===== src/rtl/axi_lite_gpio_irq.sv =====
// axi_lite_gpio_irq
//   AXI4-Lite GPIO controller with 1-4 channels of 1-32 pins each.
//   Per-pin direction, atomic SET/CLR writes, synchronised inputs,
//   per-pin rise/fall edge capture into W1C STATUS, and one registered
//   level interrupt gated by GIE.
//
// Ports
//   aclk, aresetn      clock, synchronous active-low reset
//   s_axi_aw*/w*/b*    AXI4-Lite write channels (awprot ignored)
//   s_axi_ar*/r*       AXI4-Lite read channels (arprot ignored)
//   gpio_i             asynchronous pin inputs, [channel][pin]
//   gpio_o             DATA register per channel
//   gpio_t             ~DIR per channel (1 = pin tristated)
//   irq                GIE & (any STATUS bit set), registered
module axi_lite_gpio_irq #(
  parameter int GPIO_WIDTH   = 8,
  parameter int NUM_CHANNELS = 2,
  parameter int SYNC_STAGES  = 2,
  parameter int ADDR_WIDTH   = 8
) (
  input  logic                                    aclk,
  input  logic                                    aresetn,
  input  logic [ADDR_WIDTH-1:0]                   s_axi_awaddr,
  input  logic [2:0]                              s_axi_awprot,
  input  logic                                    s_axi_awvalid,
  output logic                                    s_axi_awready,
  input  logic [31:0]                             s_axi_wdata,
  input  logic [3:0]                              s_axi_wstrb,
  input  logic                                    s_axi_wvalid,
  output logic                                    s_axi_wready,
  output logic [1:0]                              s_axi_bresp,
  output logic                                    s_axi_bvalid,
  input  logic                                    s_axi_bready,
  input  logic [ADDR_WIDTH-1:0]                   s_axi_araddr,
  input  logic [2:0]                              s_axi_arprot,
  input  logic                                    s_axi_arvalid,
  output logic                                    s_axi_arready,
  output logic [31:0]                             s_axi_rdata,
  output logic [1:0]                              s_axi_rresp,
  output logic                                    s_axi_rvalid,
  input  logic                                    s_axi_rready,
  input  logic [NUM_CHANNELS-1:0][GPIO_WIDTH-1:0] gpio_i,
  output logic [NUM_CHANNELS-1:0][GPIO_WIDTH-1:0] gpio_o,
  output logic [NUM_CHANNELS-1:0][GPIO_WIDTH-1:0] gpio_t,
  output logic                                    irq
);

  localparam logic [1:0] RESP_OKAY   = 2'b00;
  localparam logic [1:0] RESP_SLVERR = 2'b10;

  if (GPIO_WIDTH < 1 || GPIO_WIDTH > 32) begin : g_bad_gpio_width
    $error("axi_lite_gpio_irq: GPIO_WIDTH must be 1..32");
  end
  if (NUM_CHANNELS < 1 || NUM_CHANNELS > 4) begin : g_bad_num_channels
    $error("axi_lite_gpio_irq: NUM_CHANNELS must be 1..4");
  end
  if (SYNC_STAGES < 2 || SYNC_STAGES > 3) begin : g_bad_sync_stages
    $error("axi_lite_gpio_irq: SYNC_STAGES must be 2..3");
  end
  if (ADDR_WIDTH < 8) begin : g_bad_addr_width
    $error("axi_lite_gpio_irq: ADDR_WIDTH must be at least 8");
  end

  typedef logic [NUM_CHANNELS-1:0][GPIO_WIDTH-1:0] bank_t;

  typedef struct packed {
    logic       ok;
    logic       gie;
    logic [1:0] ch;
    logic [2:0] off;
  } dec_t;

  // Word address 0x00-0x1F selects channel/offset, 0x20 is GIE; anything
  // else, a reserved offset, or a missing channel is unmapped.
  function automatic dec_t addr_decode(input logic hi, input logic [5:0] w);
    dec_t d;
    d.ch  = w[4:3];
    d.off = w[2:0];
    d.gie = !hi && (w == 6'h20);
    d.ok  = d.gie || (!hi && !w[5] && (int'(d.ch) < NUM_CHANNELS) && (d.off != 3'd7));
    return d;
  endfunction

  function automatic logic [31:0] strb_mask(input logic [3:0] s);
    return {{8{s[3]}}, {8{s[2]}}, {8{s[1]}}, {8{s[0]}}};
  endfunction

  bank_t data_q, dir_q, rise_en_q, fall_en_q, status_q;
  bank_t data_d, dir_d, rise_en_d, fall_en_d, status_d;
  bank_t w1c, rise, fall, sync_i, prev_p;
  bank_t sync_p [SYNC_STAGES];
  logic  gie_q;
  logic  irq_q;

  dec_t            wr_dec, rd_dec;
  logic            wr_fire, wr_ch_hit;
  logic [31:0]     wr_mask32;
  logic [GPIO_WIDTH-1:0] wr_msk, wr_bits;
  logic [31:0]     rd_val;
  logic            unused_ok;

  assign unused_ok = ^{s_axi_awprot, s_axi_arprot, s_axi_awaddr[1:0], s_axi_araddr[1:0]};

  assign wr_dec    = addr_decode(|(s_axi_awaddr >> 8), s_axi_awaddr[7:2]);
  assign rd_dec    = addr_decode(|(s_axi_araddr >> 8), s_axi_araddr[7:2]);
  assign wr_fire   = s_axi_awready;
  assign wr_ch_hit = wr_fire && wr_dec.ok && !wr_dec.gie;
  assign wr_mask32 = strb_mask(s_axi_wstrb);
  assign wr_msk    = GPIO_WIDTH'(wr_mask32);
  assign wr_bits   = GPIO_WIDTH'(s_axi_wdata & wr_mask32);

  // ---- input synchroniser stages, then prev_p for edge detection ----
  always_ff @(posedge aclk) begin
    if (!aresetn) begin
      for (int s = 0; s < SYNC_STAGES; s++) sync_p[s] <= '0;
      prev_p <= '0;
    end else begin
      sync_p[0] <= gpio_i;
      for (int s = 1; s < SYNC_STAGES; s++) sync_p[s] <= sync_p[s-1];
      prev_p <= sync_p[SYNC_STAGES-1];
    end
  end

  assign sync_i = sync_p[SYNC_STAGES-1];
  assign rise   = sync_i & ~prev_p & ~dir_q & rise_en_q;
  assign fall   = ~sync_i & prev_p & ~dir_q & fall_en_q;

  always_comb begin
    data_d    = data_q;
    dir_d     = dir_q;
    rise_en_d = rise_en_q;
    fall_en_d = fall_en_q;
    w1c       = '0;
    for (int c = 0; c < NUM_CHANNELS; c++) begin
      if (wr_ch_hit && int'(wr_dec.ch) == c) begin
        case (wr_dec.off)
          3'd0: data_d[c]    = (data_q[c] & ~wr_msk) | wr_bits;
          3'd1: dir_d[c]     = (dir_q[c] & ~wr_msk) | wr_bits;
          3'd2: data_d[c]    = data_q[c] | wr_bits;
          3'd3: data_d[c]    = data_q[c] & ~wr_bits;
          3'd4: rise_en_d[c] = (rise_en_q[c] & ~wr_msk) | wr_bits;
          3'd5: fall_en_d[c] = (fall_en_q[c] & ~wr_msk) | wr_bits;
          3'd6: w1c[c]       = wr_bits;
          default: ;
        endcase
      end
    end
    // A new edge re-sets a bit even if it is being cleared this cycle.
    status_d = (status_q & ~w1c) | rise | fall;
  end

  // ---- register bank and interrupt stage ----
  always_ff @(posedge aclk) begin
    if (!aresetn) begin
      data_q    <= '0;
      dir_q     <= '0;
      rise_en_q <= '0;
      fall_en_q <= '0;
      status_q  <= '0;
      gie_q     <= 1'b0;
      irq_q     <= 1'b0;
    end else begin
      data_q    <= data_d;
      dir_q     <= dir_d;
      rise_en_q <= rise_en_d;
      fall_en_q <= fall_en_d;
      status_q  <= status_d;
      if (wr_fire && wr_dec.gie && s_axi_wstrb[0]) gie_q <= s_axi_wdata[0];
      irq_q     <= gie_q & (|status_q);
    end
  end

  assign gpio_o = data_q;
  assign gpio_t = ~dir_q;
  assign irq    = irq_q;

  always_comb begin
    rd_val = '0;
    for (int c = 0; c < NUM_CHANNELS; c++) begin
      if (rd_dec.ok && !rd_dec.gie && int'(rd_dec.ch) == c) begin
        case (rd_dec.off)
          3'd0: rd_val = 32'((dir_q[c] & data_q[c]) | (~dir_q[c] & sync_i[c]));
          3'd1: rd_val = 32'(dir_q[c]);
          3'd4: rd_val = 32'(rise_en_q[c]);
          3'd5: rd_val = 32'(fall_en_q[c]);
          3'd6: rd_val = 32'(status_q[c]);
          default: rd_val = '0;
        endcase
      end
    end
    if (rd_dec.gie) rd_val = {31'b0, gie_q};
  end

  // ---- write channel: accept pulse, then response ----
  always_ff @(posedge aclk) begin
    if (!aresetn) begin
      s_axi_awready <= 1'b0;
      s_axi_wready  <= 1'b0;
      s_axi_bvalid  <= 1'b0;
      s_axi_bresp   <= RESP_OKAY;
    end else begin
      s_axi_awready <= 1'b0;
      s_axi_wready  <= 1'b0;
      if (s_axi_awvalid && s_axi_wvalid && !s_axi_bvalid && !s_axi_awready) begin
        s_axi_awready <= 1'b1;
        s_axi_wready  <= 1'b1;
      end
      if (wr_fire) begin
        s_axi_bvalid <= 1'b1;
        s_axi_bresp  <= wr_dec.ok ? RESP_OKAY : RESP_SLVERR;
      end else if (s_axi_bvalid && s_axi_bready) begin
        s_axi_bvalid <= 1'b0;
      end
    end
  end

  // ---- read channel: accept pulse, then data ----
  always_ff @(posedge aclk) begin
    if (!aresetn) begin
      s_axi_arready <= 1'b0;
      s_axi_rvalid  <= 1'b0;
      s_axi_rdata   <= '0;
      s_axi_rresp   <= RESP_OKAY;
    end else begin
      s_axi_arready <= 1'b0;
      if (s_axi_arvalid && !s_axi_rvalid && !s_axi_arready) s_axi_arready <= 1'b1;
      if (s_axi_arready) begin
        s_axi_rvalid <= 1'b1;
        s_axi_rdata  <= rd_dec.ok ? rd_val : 32'h0;
        s_axi_rresp  <= rd_dec.ok ? RESP_OKAY : RESP_SLVERR;
      end else if (s_axi_rvalid && s_axi_rready) begin
        s_axi_rvalid <= 1'b0;
      end
    end
  end

endmodule

===== config.mk =====
export PLATFORM = sky130hd
export DESIGN_NAME = axi_lite_gpio_irq
export DESIGN_NICKNAME = d
export VERILOG_FILES = /design/src/rtl/axi_lite_gpio_irq.sv
export SDC_FILE = /design/constraint.sdc
export NUM_CORES = 1
export LEC_CHECK = 0
export ABC_AREA = 1
export BUFFER_PORTS_ARGS = -buffer_cell sky130_fd_sc_hd__buf_4
export CAP_MARGIN = 20
export CORE_MARGIN = 2
export CORE_UTILIZATION = 27
export CTS_CLUSTER_SIZE = 16
export DETAILED_ROUTE_END_ITERATION = 7
export RECOVER_POWER = 25
export SYNTH_ARGS = -nofsm -noshare
export SYNTH_HDL_FRONTEND = slang
export SYNTH_SLANG_ARGS = --single-unit

===== constraint.sdc =====
create_clock -name aclk -period 4.52 [get_ports aclk]
set_clock_uncertainty 0.05 [all_clocks]
set_input_delay 0.904 -clock aclk [delete_from_list [all_inputs] [get_ports aclk]]
set_output_delay 0.904 -clock aclk [all_outputs]
set_load 0.01 [all_outputs]

; Yosys cells after proc, flatten, opt, wreduce, memory -nomap -nowiden
; Memory sizes are Yosys's and may differ from the RTL's.
; Cells that the tools add are included.
; W data, S select, Z words.
[totals]
in_bits = 81
mem_count = 1
output_inout_bits = 74
latchBits = 0
register_bits = 138
ramBits = 32
mem_bits_ro = 0
[memory_table]
columns = name, depth, width, rd, rd_clocked_by_memory_dff, wr, line
row1 = sync_p, 2, 16, 2, 0, 2, 91  ; bank_t sync_p [SYNC_STAGES];
[classes]
multipliers = 0
shift = 0
n_div = 0
bitwise = 47
n_reduce_logical = 46
eq_ne = 16
n_lt_le_gt_ge = 2
n_mux = 23
addsub = 0
[ops]
columns = operator, n
row1 = $pmux W32 S5, 2
row2 = $mux W32, 4
row3 = $and A16 B16 Y16, 7
row4 = $and A8 B8 Y8, 13
row5 = $or A8 B8 Y8, 10
row6 = $and A32 B8 Y32, 2
row7 = $not A16 Y16, 4
row8 = $not A8 Y32, 2
row9 = $or A8 B32 Y32, 2
row10 = $pmux W8 S3, 2
row11 = $mux W16, 2
row12 = $or A16 B16 Y16, 2
row13 = $mux W8, 3
row14 = $logic_and A1 B1 Y1, 20
row15 = $eq A3 B3 Y1 const B, 6
row16 = $not A8 Y8, 2
row17 = $reduce_and A2 Y1, 8
row18 = $reduce_or A16 Y1, 1
row19 = $eq A6 B6 Y1 const B, 2
row20 = $logic_not A1 Y1, 8
row21 = $mux W1, 8
row22 = $eq A3 B1 Y1 const B, 2
row23 = $eq A3 B2 Y1 const B, 2
row24 = $logic_not A3 Y1, 2
row25 = other kinds (10), 18

; Logic depth before layout (Yosys ltp)
; Gate-level depths: netlist of run 1.
[logic_depth]
depth_word = 12
depth_mapped = 11
depth_no_buf = 9

; Worst setup path after synthesis of run 1
; No wires, ideal clock.
[synth_timing]
path_kind = input to register
start = input s_axi_araddr[3]
end = register s_axi_rdata[3]
slack_ns = 2.543
cell_stages = 10
arrival_ns = 1.814
path_buffers = 1
path_cell_list = buf_2 > inv_2 > nand3_2 > clkinv_1 > nand2_1 > o21ai_0 > nor2_1 > nand2_1 > nand3_1 > nand2_1
[synth_between]
elab_chain_cells = 9
elab_cells_between_ends = 19
[synth_rtl]
columns = element, line
row1 = "start, declared", 34  ; input logic [ADDR_WIDTH-1:0] s_axi_araddr,
row2 = $ne A3 B3 Y1, 80  ; d.ok = d.gie || (!hi && !w[5] && (int'(d.ch) < NUM_CHANNELS) && (d.off != 3'd7));
row3 = $logic_and A1 B1 Y1, 80
row4 = $logic_or A1 B1 Y1, 80
row5 = $logic_and A1 B1 Y1 (2 in a row), 180  ; if (rd_dec.ok && !rd_dec.gie && int'(rd_dec.ch) == c) begin
row6 = $mux W32 (2 in a row), 180
row7 = $mux W32, 191  ; if (rd_dec.gie) rd_val = {31'b0, gie_q};
row8 = $mux W32 (*), 229  ; s_axi_rdata <= rd_dec.ok ? rd_val : 32'h0;
row9 = "end signal, assigned", 229
row10 = "end, declared", 38  ; output logic [31:0] s_axi_rdata,
; Every way passes the cells marked *; elsewhere a longest branch is shown, timed or not.
; A chain may end at the register's enable or synchronous reset.

==> qor.yml, run 1 <==
routing:
  drc: 0
  antenna_left: 0
  wl_per_cell_microns: 15.0
  drt_first_pass_iters: 7
  drt_iter0_drc: 527
  vias: 6130
  vias_per_cell: 4.56
  routed_wl_microns: 20200
run_status:
  status: "finished with violations"
  violations: "max-capacitance violations, max-slew violations"
job:
  drv_cap: 2
logic_synthesis:
  synth_compound_area_share_pct: 15.4
  synth_top_area_share_pct: 44.0
  synthArstFlopShare_pct: 0
  yosys.area_share.adder_pct: 0
  synth_xor_area_share_pct: 0
  synth-simple-area-share_pct: 27.0
  synth_top_family_by_area: "simple AND/OR/NAND/NOR gates"
  synth-edff-count: 0
  synth_commonest_cells: "nand2_1 (191), dfxtp_1 (144), inv_1 (123)"
  synth_cells: 929
  synth_flop_cell: "dfxtp_1"
  yosysWarnings: 0
  synth_area_sq_um: 6550
  yosysTopAreaCell: "dfxtp_1"
  synth_area_leaders: "dfxtp_1 (44%), nand2_1 (11%), inv_1 (7.0%)"
  avgSynthCellArea_sq_um: 7.05
  yosysMostFrequentCell: "nand2_1"
  netlist-cell-type-count: 35
  synthMuxAreaShare_pct: 0
  yosysSeqAreaShare_pct: 44.0
  synth_seq_cells: 144
sta:
  final_max_slew_viol_count: 87
  whs_ns: 0.354
  setup-tns-final_ns: 0
  period_needed_ns: 3.15
  hold_violations: 0
  worstMarginPinSlew_ns: 2.06
  setup_viol: 0
  period_share_pct: 69.7
  rsz0062_at_grt: "no"
  fmax_ghz: 0.317
  slew_headroom_pct: -37.4
clocking:
  clock_sinks: 144
  cts_made_buffers: 17
  cts.clk_slew.worst_paths_ns: 0.07
  cts_resized: 0
  cts.path.max_buffers: 2
  htreeDepth: 4
  hold_buffers: 0
  cts-root-buf: "clkbuf_16"
  clk_latency_ns: 0.43
  post-cts-setup-buffer-count: 0
  tritoncts: "yes"
power:
  power.density_nw_per_um2: 366
  ir_drop_mv: 0.248
  p_leak_nw: 3.50
floorplan:
  die_y_microns: 160
  floorplan.initialDensity_pct: 27.3
  io_pins: 155
  rows: 57
  dieArea_sq_um: 25500
  dieWidth_microns: 160
  core-area_sq_um: 24000
global_route:
  grtUsageTotal_pct: 15.9
  grt-ovfl-total: 0
  grt_pass1_vias: 5602
  antenna_found_initial: 0
  grt_max_degree: 55
  grt_pass1_wl_microns: 31200
setup_path:
  cpPeakStageDelay_ns: 1.52
  critPathMaxFanout: 54
  start_kind: "input port"
  required_ns: 4.82
  path_class: "in2reg"
  crit_slowest_cell: "clkbuf_1"
  worstPathArrival_ns: 3.45
  r2r-start: "s_axi_wready"
  cp-startpoint: "aresetn"
  worstPathCellList: "buf_4 -> clkbuf_1 -> o21ai_0 -> nor3_1"
  end_kind: "register"
final_layout:
  final_util_pct: 33.0
  nNetsFinal: 1088
  fin_area_sq_um: 7940
  layout.cells.non_filler: 1343
  syn2layout_area_growth_pct: 21.2
  drive_gt1_share_pct: 14.0
  fillers: 2576
  antennaDiodeCount: 0
min_path:
  hold_class: "reg2reg"
  hold_start: "sync_p[0][4]"
place:
  io_buffers: 91
  routabilityCongestion: 0.881
  dp.cells: 1311
  postPlaceCellArea_sq_um: 7370
  hpwl_microns: 14500
==> power breakdown <==
group | total (W) | internal, W | switching (W)
Combinational | 0.000195 | 0.0000604 | 0.000134
Clock | 0.00141 | 0.000844 | 0.000569
Sequential | 0.00130 | 0.00129 | 0.0000121
==> through the flow <==
step | setup WS, ns | total power, W
floorplan | 2.54 | 0.00146
global placement | 1.78 | 0.00152
detailed placement | 1.75 | 0.00152
CTS | 2.21 | 0.00293
global route | 1.01 | 0.00301
finish | 1.37 | 0.00291
==> final timing paths <==
check	slack [ns]	endpoint	cells after the start
max	1.37	s_axi_bresp[1]	4
min	0.35	sync_p[0][20]	2
max reg2reg	2.30	register	8
min reg2reg	0.35	sync_p[0][20]	2
==> layer usage <==
layer / track usage (%) / vias up / part of all wire (%)
li1: - / 3108 / -
met1: 21.9 / 2806 / 48
met2: 24.7 / 201 / 44
met4: 4.05 / 0 / 1.4
met5: 0 / - / 0
met3: 4.13 / 15 / 6.4
==> cell usage in the layout (no fill, tap or decap), types with 2 or more instances in the layout <==
cell type	n
clkinv_4	2
bufinv_16	2
clkbuf_1	7
nand4_1	6
conb_1	26
inv_2	8
nor2_4	2
nor2_1	82
clkinvlp_4	3
clkbuf_16	17
o21ai_1	10
clkbuf_8	2
nand2_1	191
nand2_4	2
a31oi_1	11
a21oi_1	61
nor4_1	4
buf_4	88
nand3_1	59
nand3_2	3
inv_6	3
o211ai_1	4
nor2_2	5
o21ai_0	90
nor3_1	41
clkinv_1	3
o22ai_1	4
nor3_4	2
a32oi_1	6
inv_1	123
dfxtp_1	144
==> kinds of logic (layout without fill, tap and decap cells) <==
| logic type | count (synthesis) | after routing |
|---|---|---|
| and+or+nand+nor | 400 | 400 |
| buffers and inverters | 195 | 260 |
| AOI/OAI and AO/OA | 189 | 189 |
| DFF | 144 | 144 |
| other | 1 | 26 |
==> critical path, delay by kind of cell <==
| family | cells | cell delay [ns] |
|---|---|---|
| simple gates | 1 | 0.25 |
| compound gates | 1 | 0.27 |
| buf+inv | 2 | 1.96 |
==> area by class of cell <==
| class | instances | area (sq um) | share of cell area (%) |
|---|---|---|---|
| flip-flops and latches | 144 | 2880 | 36.3 |
| multi-input cells | 615 | 2870 | 36.1 |
| repair buffers | 95 | 698 | 8.79 |
| inverters | 134 | 503 | 6.33 |
| clock buffers | 20 | 457 | 5.75 |
| well taps | 324 | 405 | 5.10 |
| clock inverters | 11 | 131 | 1.65 |
Note: power is estimated with default switching activity, not from simulation.
==> inputs of run 2 (changes only) <==
ABC_AREA = 0   (was 1)
clock period = 2.94 ns   (was 4.52 ns; I/O delays follow)
==> run 2 against run 1 <==
The flow finishes with violations (max-capacitance violations). First-iteration DRC count decreased by 8.5%. Sequential power increased by 55%. Utilization grew 0.69 points. Final area up 0.30%. Via count is 9.3% lower. Total power grew 48%. Critical path depth rose by 1. Register-to-register slack got worse by 1.5 ns. Clock power increased by 43%. Global-route usage barely moved. Critical path type unchanged. Critical endpoint is now status_q[5].
==> qor.yml, run 2 <==
final_layout:
  fin_area_sq_um: 7970
  final_common_cell: "dfxtp_1"
  drive_gt1_share_pct: 17.9
  layout_common_cells: "dfxtp_1 (144), buf_4 (101), nand2_1 (67), nor2_1 (67), mux2i_1 (65)"
  syn2layout_area_growth_pct: 21.7
  fillers: 2485
  multi_input_area_sq_um: 3280
  ff_latch_area_sq_um: 2880
  antennaDiodeCount: 0
  nNetsFinal: 890
power:
  p_leak_nw: 3.16
  power.density_nw_per_um2: 540
  ir_drop_mv: 0.300
  finalPower_w: 0.00430
clocking:
  clk_latency_ns: 0.42
  cts_resized: 0
  post-cts-setup-buffer-count: 0
  htreeDepth: 4
  cts.path.max_buffers: 2
  cts_made_buffers: 17
  clock_sinks: 144
  tritoncts: "yes"
  cts.clk_slew.worst_paths_ns: 0.06
  hold_buffers: 0
  cts-root-buf: "clkbuf_16"
global_route:
  grt_pass1_vias: 5226
  antenna_found_initial: 0
  grt-ovfl-total: 0
  grt_pass1_wl_microns: 31000
  grt_max_degree: 62
  grtUsageTotal_pct: 15.8
logic_synthesis:
  synthArstFlopShare_pct: 0
  yosysSeqAreaShare_pct: 44.0
  avgSynthCellArea_sq_um: 8.89
  yosysMostFrequentCell: "dfxtp_1"
  synth_top_area_share_pct: 44.0
  synth-edff-count: 0
  synth_cells: 736
  synth_commonest_cells: "dfxtp_1 (144), nand2_1 (67), nor2_1 (67)"
  netlist-cell-type-count: 60
  synth_flop_cell: "dfxtp_1"
  yosysWarnings: 0
  synth_area_leaders: "dfxtp_1 (44%), mux2i_1 (9.9%), and2_1 (4.8%)"
  yosysTopAreaCell: "dfxtp_1"
  synth_seq_cells: 144
  synth_area_sq_um: 6550
routing:
  antenna_left: 0
  wl_per_cell_microns: 17.8
  vias_per_cell: 4.88
  routed_wl_microns: 20300
  drt_first_pass_iters: 5
  drc: 0
  vias: 5562
  drt_iter0_drc: 482
floorplan:
  core-area_sq_um: 23600
  io_pins: 155
  dieArea_sq_um: 25500
  floorplan.initialDensity_pct: 27.7
  dieWidth_microns: 160
  rows: 56
  die_y_microns: 160
setup_path:
  start_kind: "input port"
  rr_worst_depth: 5
  worstPathArrival_ns: 2.49
  required_ns: 3.25
  crit_path_end: "status_q[5]"
  path_class: "in2reg"
  r2r-start: "s_axi_wready"
  ff2ff_setup_slack_ns: 0.82
  end_kind: "register"
  cp-startpoint: "aresetn"
  critPathMaxFanout: 38
sta:
  period_needed_ns: 2.18
  worstMarginPinSlew_ns: 1.50
  setup_viol: 0
  rsz0062_at_grt: "no"
  fmax_ghz: 0.459
  setup-tns-final_ns: 0
  slew_headroom_pct: 0.241
  hold_violations: 0
  period_share_pct: 74.0
  final_max_slew_viol_count: 0
run_status:
  violations: "max-capacitance violations"
  status: "finished with violations"
place:
  hpwl_microns: 14000
  postPlaceCellArea_sq_um: 7440
  routabilityCongestion: 0.881
  io_buffers: 91
min_path:
  hold_class: "in2reg"
job:
  drv_cap: 1
[run 2: cell families (layout without fill, tap and decap cells)]
kind of cell | after synthesis | in the layout | share of synthesized area, %
muxes | 67 | 67 | 10.3
DFF | 144 | 144 | 44.0
AOI/OAI and AO/OA | 148 | 148 | 15.2
buffers and inverters | 96 | 156 | 7.21
and+or+nand+nor | 280 | 280 | 23.2
other | 1 | 26 | 0.0573
[run 2: worst min-delay path by stage]
stage,depth (start not counted),to,start
after floorplan,1,sync_p[0][16],sync_p[0][0]
after global placement,1,sync_p[0][21],sync_p[0][5]
after detailed placement,1,sync_p[0][21],sync_p[0][5]
after CTS,2,sync_p[0][12],gpio_i[12]
after global routing,2,sync_p[0][12],gpio_i[12]
final,2,sync_p[0][1],gpio_i[1]
[run 2: routing by layer]
| metal | track usage, % | vias up | share of wire (%) |
|---|---|---|---|
| li1 | - | 2699 | - |
| met1 | 22.4 | 2630 | 47 |
| met2 | 23.0 | 213 | 43 |
| met3 | 4.55 | 20 | 8.1 |
| met4 | 5.21 | 0 | 1.8 |
| met5 | 0 | - | 0 |
[run 2: area by class of cell]
type | count | area share, %
multi-input cells | 521 | 41.2
flip-flops and latches | 144 | 36.2
repair buffers | 104 | 9.67
clock buffers | 20 | 5.86
well taps | 319 | 5.01
clock inverters | 11 | 1.05
inverters | 21 | 0.989
[run 2: critical path: stages]
cell,delay [ns]
buf_4,0.33
clkbuf_1,1.13
nand2_1,0.14
a31oi_1,0.19
a31o_1,0.11
[run 2: per-stage QoR]
step                setup slack [ns]  util, %  hold slack (ns)  std cells
detailed placement             0.588     31.5            0.368       1109
floorplan                      0.793        -            0.362        761
finish                         0.763     33.7            0.316       1140
global route                   0.474     33.7            0.295       1140
global placement               0.570     31.5            0.369       1109
CTS                            0.866     33.8            0.298       1140
[run 2: power by group]
| group | internal [W] | total [W] | switching (W) |
|---|---|---|---|
| logic | 0.0000952 | 0.000283 | 0.000188 |
| registers | 0.00198 | 0.00201 | 0.0000222 |
| clock network | 0.00115 | 0.00202 | 0.000870 |
